$ cat src/rtl/harmonic_scheduler.sv
// Harmonic sweep sequencer: walks the harmonic index once per sample tick, weights each
// sample by a decaying level, accumulates, and emits one saturated mix. Optional: ODD_HARMONIC_EN.
module harmonic_scheduler #(
    parameter int NUM_HARM    = 64,
    parameter int LUT_LATENCY = 2,
    parameter int ACC_W       = 32,
    parameter int OUT_SHIFT   = 10
) (
    input  logic               i_Clock,
    input  logic               i_Reset_n,
    input  logic               i_Sample_Tick,
    input  logic [7:0]         i_Harm_Count,
    input  logic [7:0]         i_Decay,
    input  logic               i_Odd_Only,
    input  logic               i_Sample_Ready,
    input  logic signed [15:0] i_Sample_Value,
    input  logic               i_Freq_Too_High,
    output logic [7:0]         o_Harmonic,
    output logic               o_Next_Sample,
    output logic signed [15:0] o_Mix,
    output logic               o_Mix_Valid,
    output logic               o_Overrun
);

    localparam int CNT_W = (LUT_LATENCY > 1) ? $clog2(LUT_LATENCY) : 1;
    localparam logic signed [ACC_W-1:0] MAX16 = ACC_W'(32767);
    localparam logic signed [ACC_W-1:0] MIN16 = -ACC_W'(32768);

    typedef enum logic [2:0] {
        IDLE,
        WAIT_RDY,
        SETTLE,
        MAC,
        ADVANCE,
        PULSE,
        FINISH
    } state_t;

    state_t state, next_state;

    logic signed [ACC_W-1:0] acc;
    logic [7:0]              level;
    logic [7:0]              count_lat;
    logic [7:0]              decay_lat;
    logic [CNT_W-1:0]        settle_cnt;
    logic signed [15:0]      sample_reg;
    logic                    too_high_reg;
    logic                    terminate;

    logic [7:0]              eff_count;
    logic signed [24:0]      product;
    logic signed [ACC_W-1:0] product_ext;
    logic [7:0]              level_dec;
    logic [7:0]              level_after;
    logic                    skip;
    logic                    last_harm;
    logic                    term_now;
    logic signed [ACC_W-1:0] shifted;
    logic signed [15:0]      mix_sat;

    // A zero count still sweeps harmonic 0; oversize counts clamp to the table depth.
    always_comb begin
        eff_count = i_Harm_Count;
        if (i_Harm_Count == 8'd0) begin
            eff_count = 8'd1;
        end else if (i_Harm_Count > 8'(NUM_HARM)) begin
            eff_count = 8'(NUM_HARM);
        end
    end

`ifdef ODD_HARMONIC_EN
    logic odd_lat;

    always_ff @(posedge i_Clock or negedge i_Reset_n) begin
        if (!i_Reset_n) begin
            odd_lat <= 1'b0;
        end else if (state == IDLE && i_Sample_Tick) begin
            odd_lat <= i_Odd_Only;
        end
    end

    assign skip = odd_lat & o_Harmonic[0];
`else
    logic unused_odd_only;
    assign unused_odd_only = i_Odd_Only;
    assign skip = 1'b0;
`endif

    always_comb begin
        product     = sample_reg * $signed({1'b0, level});
        product_ext = {{(ACC_W - 25){product[24]}}, product};
        level_dec   = (level > decay_lat) ? (level - decay_lat) : 8'd0;
        level_after = (too_high_reg || skip) ? level : level_dec;
        last_harm   = ({1'b0, o_Harmonic} + 9'd1) >= {1'b0, count_lat};
        term_now    = too_high_reg || (level_after == 8'd0) || last_harm;
    end

    always_comb begin
        shifted = acc >>> OUT_SHIFT;
        if (shifted > MAX16) begin
            mix_sat = 16'sd32767;
        end else if (shifted < MIN16) begin
            mix_sat = -16'sd32768;
        end else begin
            mix_sat = shifted[15:0];
        end
    end

    always_ff @(posedge i_Clock or negedge i_Reset_n) begin
        if (!i_Reset_n) begin
            state <= IDLE;
        end else begin
            state <= next_state;
        end
    end

    always_comb begin
        next_state = state;
        case (state)
            IDLE:     if (i_Sample_Tick) next_state = WAIT_RDY;
            WAIT_RDY: if (i_Sample_Ready) next_state = SETTLE;
            SETTLE:   if (settle_cnt == '0) next_state = MAC;
            MAC:      next_state = ADVANCE;
            ADVANCE:  next_state = PULSE;
            PULSE:    next_state = terminate ? FINISH : WAIT_RDY;
            FINISH:   next_state = IDLE;
            default:  next_state = IDLE;
        endcase
    end

    always_comb begin
        o_Next_Sample = (state == PULSE);
        o_Mix_Valid   = (state == FINISH);
    end

    // The mix register loads on the way into FINISH so it is stable while o_Mix_Valid is high.
    always_ff @(posedge i_Clock or negedge i_Reset_n) begin
        if (!i_Reset_n) begin
            acc          <= '0;
            level        <= 8'd255;
            count_lat    <= 8'd0;
            decay_lat    <= 8'd0;
            settle_cnt   <= '0;
            sample_reg   <= '0;
            too_high_reg <= 1'b0;
            terminate    <= 1'b0;
            o_Harmonic   <= 8'd0;
            o_Mix        <= '0;
            o_Overrun    <= 1'b0;
        end else begin
            if (i_Sample_Tick && state != IDLE) begin
                o_Overrun <= 1'b1;
            end
            case (state)
                IDLE: begin
                    if (i_Sample_Tick) begin
                        acc        <= '0;
                        level      <= 8'd255;
                        count_lat  <= eff_count;
                        decay_lat  <= i_Decay;
                        terminate  <= 1'b0;
                        o_Harmonic <= 8'd0;
                    end
                end
                WAIT_RDY: begin
                    if (i_Sample_Ready) begin
                        settle_cnt <= CNT_W'(LUT_LATENCY - 1);
                    end
                end
                SETTLE: begin
                    if (settle_cnt == '0) begin
                        sample_reg   <= i_Sample_Value;
                        too_high_reg <= i_Freq_Too_High;
                    end else begin
                        settle_cnt <= settle_cnt - 1'b1;
                    end
                end
                MAC: begin
                    if (!too_high_reg && !skip) begin
                        acc   <= acc + product_ext;
                        level <= level_dec;
                    end
                    terminate <= term_now;
                end
                ADVANCE: begin
                    o_Harmonic <= terminate ? 8'd0 : (o_Harmonic + 8'd1);
                end
                PULSE: begin
                    if (terminate) begin
                        o_Mix <= mix_sat;
                    end
                end
                default: begin
                end
            endcase
        end
    end

endmodule

$ cat config.mk
export PLATFORM = sky130hd
export DESIGN_NAME = harmonic_scheduler
export DESIGN_NICKNAME = d
export VERILOG_FILES = /design/src/rtl/harmonic_scheduler.sv
export SDC_FILE = /design/constraint.sdc
export NUM_CORES = 1
export LEC_CHECK = 0
export ABC_AREA = 1
export CAP_MARGIN = 20
export CORE_MARGIN = 10
export CORE_UTILIZATION = 55
export CTS_CLUSTER_DIAMETER = 50
export DETAILED_ROUTE_END_ITERATION = 10
export GPL_TIMING_DRIVEN = 0
export HOLD_SLACK_MARGIN = 0.08
export PLACE_DENSITY = 0.74
export SLEW_MARGIN = 10
export SYNTH_ARGS = -nofsm -noshare
export SYNTH_HDL_FRONTEND = slang
export SYNTH_SLANG_ARGS = --single-unit
$ cat constraint.sdc
create_clock -name i_Clock -period 11.5 [get_ports i_Clock]
set_clock_uncertainty 0.1 [all_clocks]
set_input_delay 2.3 -clock i_Clock [delete_from_list [all_inputs] [get_ports i_Clock]]
set_output_delay 2.3 -clock i_Clock [all_outputs]
set_load 0.05 [all_outputs]
==> reports/metrics.cfg <==
[status]
status=finished clean

[yosys]
synthAdderAreaFrac_pct=32.5
syn_nets=1689
synthXorXnorAreaFrac_pct=0.925
synth_area_leaders=fa_1 23%, dfrtp_1 21%, inv_1 11%
synth_edf_count=0
yosys_warnings=0
synth_cells=1436
ys_seq_area_share_pct=22.8
syn_area_sq_um=11400
syn_avg_cell_area_sq_um=7.91
netlist.area_leader.share_pct=23.4
ys.flop_type=dfrtp_1
yosys.area_share.simple_pct=18.4
synthArstFlopShare_pct=100
synthMuxAreaShare_pct=2.02
ys_seq_elements=103
synth_top_family_by_area=adder cells
ys_types=50
synth_top_area_cell=fa_1
synth-compound-area-share_pct=9.94

[placed_design]
routabilityCongestion=0.932
dp_hpwl_mm=22.9
dp.cells=1770
io_buffers=63

[route]
drc=0
drtPass1Iterations=5
final_antenna_net_count=0
drt-total-wl_mm=28.0
post_drt_wl_per_cell_um=15.7
num_vias=9327
drt-initial-drc-count=564
viasPerCell=5.22

[grt]
grt_pass1_vias=9690
track_usage_pct=21.9
grt_pass1_wl_mm=47.1
antenna_found_initial=0
overflow=0
grt_max_degree=59

[setup_path]
cp_slowest_stage_delay_ns=0.59
end_kind=register
r2r_setup_slack_ns=5.21
cp_max_fo=10
required_ns=11.67
path_buf_inv=5
cp.arrival_ns=6.46
critical_path_class=reg2reg
cp-start-kind=register
cp_common_cell=fa_1
crit_chain=clkbuf_1 -> clkbuf_1 -> nand2_1 -> fa_1 -> inv_1 -> fa_1 -> fa_1 -> inv_1 -> fa_1 -> inv_1 -> fa_1 -> ha_1 -> nand3_1 -> nor4_1 -> a21oi_1 -> a21oi_1 -> o21ai_2
cp_top_family=adder cells
critPathSlowestCell=fa_1

[worst_hold_path]
hold_class=reg2reg

[sta]
setup_viol=0
maxSlewHeadroom_pct=54.5
period_share_pct=54.7
rsz0062_at_grt=false
finalMaxSlewViolations=0
layout_min_cycle_time_ns=6.29
worst_slew_pin_slew_ns=0.682
hold_violations=0
fmax_mhz=159
fin_tns_setup_ns=0

[clock_network]
numCtsBuffers=9
cts_max_path_buffers=2
ctsHoldBuffers=0
cts.sinks=103
clk_pin_slew_ns=0.09
clockRootBuffer=clkbuf_16
cts_tree=yes
cts_resized=0
post_cts_buffers=0
cts.htree.levels=3
clk-insertion-delay-late_ns=0.38

[final_layout]
most-common-layout-cells=346 x inv_1, 321 x nand2_1, 133 x fa_1, 95 x dfrtp_1, 90 x nor2_1
area_growth_pct=11.5
layout.cells.non_filler=1786
nets=1764
n_antenna_cell=0
final_common_cell=inv_1
largest_reg_flops=32
drive_above_1_share_pct=6.27
fillers=1848

[die]
initial_core_util_pct=55.9
die_w_um=164
rows=52
die_area_sq_um=26800
ios=65
fp.coreArea_sq_um=20300
die_h_um=164

[run]
cap_viol_max_count=0

-- cells in the mapped netlist, types with 2 or more instances --
cell	count
nand2_1	321
nand2_2	6
and2_1	2
o21bai_1	2
or2_2	2
nor4_1	4
fa_1	133
nand3_1	46
nand4_1	9
o21ai_2	12
a21oi_2	2
inv_2	7
nor3_1	8
nor2_1	90
a21o_1	4
mux2_4	10
o21a_1	2
xor2_1	8
o31ai_1	2
o211ai_1	2
buf_6	4
a22o_1	2
o21ai_1	25
nand3b_1	2
dfrtp_1	95
inv_1	346
nand2_4	4
buf_2	6
a21oi_1	59
clkbuf_1	33
o21ai_0	52
o22ai_1	20
ha_1	82
o32ai_1	2
mux2_2	7
dfstp_2	8
xnor2_1	4
-- path summary, 6_finish.rpt --
path	startpoint	to	cells after the start
hold / removal	o_Overrun	o_Overrun	1
setup / recovery	level[5]	acc[30]	17
setup reg to reg	level[5]	acc[30]	17
max in group asynchronous	i_Reset_n	level[4]	2
min in group asynchronous	i_Reset_n	o_Harmonic[1]	1
hold reg to reg	o_Overrun	o_Overrun	1
-- logic make-up (layout without fill, tap and decap cells) --
group | after synthesis | count (layout)
xor+xnor | 12 | 12
buf+inv | 397 | 477
flops | 103 | 103
compound gates | 192 | 192
mux | 17 | 17
simple gates | 500 | 500
fa+ha+maj | 215 | 215
-- metal layers --
layer  track usage [%]  part of all wire, %
met5                 0                    0
met4              7.11                  3.0
met3              4.11                  4.7
met2              37.9                   50
met1              26.9                   42
-- stage by stage --
| step | instance area [sq um] | utilization, % | hold slack, ns | setup slack, ns |
|---|---|---|---|---|
| 4_1_cts | 12700 | 62.4 | 0.369 | 5.23 |
| 6_report | 12700 | 62.4 | 0.364 | 5.21 |
| 3_3_place_gp | 12300 | 60.7 | 0.341 | 3.85 |
| 3_5_place_dp | 12400 | 60.9 | 0.348 | 5.25 |
| 2_1_floorplan | 11400 | - | 0.336 | 6.12 |
| 5_1_grt | 12700 | 62.4 | 0.390 | 4.71 |
-- worst reg2reg max path: stages, from the launching register on --
cell and delay [ns]:
dfstp_2 0.55, clkbuf_1 0.48, clkbuf_1 0.51, nand2_1 0.16
fa_1 0.44, inv_1 0.10, fa_1 0.52, fa_1 0.59
inv_1 0.08, fa_1 0.48, inv_1 0.32, fa_1 0.49
ha_1 0.40, nand3_1 0.17, nor4_1 0.38, a21oi_1 0.16
a21oi_1 0.20, o21ai_2 0.08
-- cell type report --
cell class / instances / area (sq um) / area share, %
well taps: 270 / 338 / 2.67
plain buffers: 44 / 203 / 1.60
flip-flops and latches: 103 / 2590 / 20.4
repair buffers: 64 / 659 / 5.20
clock buffers: 9 / 225 / 1.78
inverters: 353 / 1330 / 10.5
clock inverters: 7 / 88.8 / 0.701
multi-input cells: 936 / 7240 / 57.2
Power is left out: the tool's default activity adds up to more than one toggle a clock period on the data nets, which glitch-free logic cannot reach.
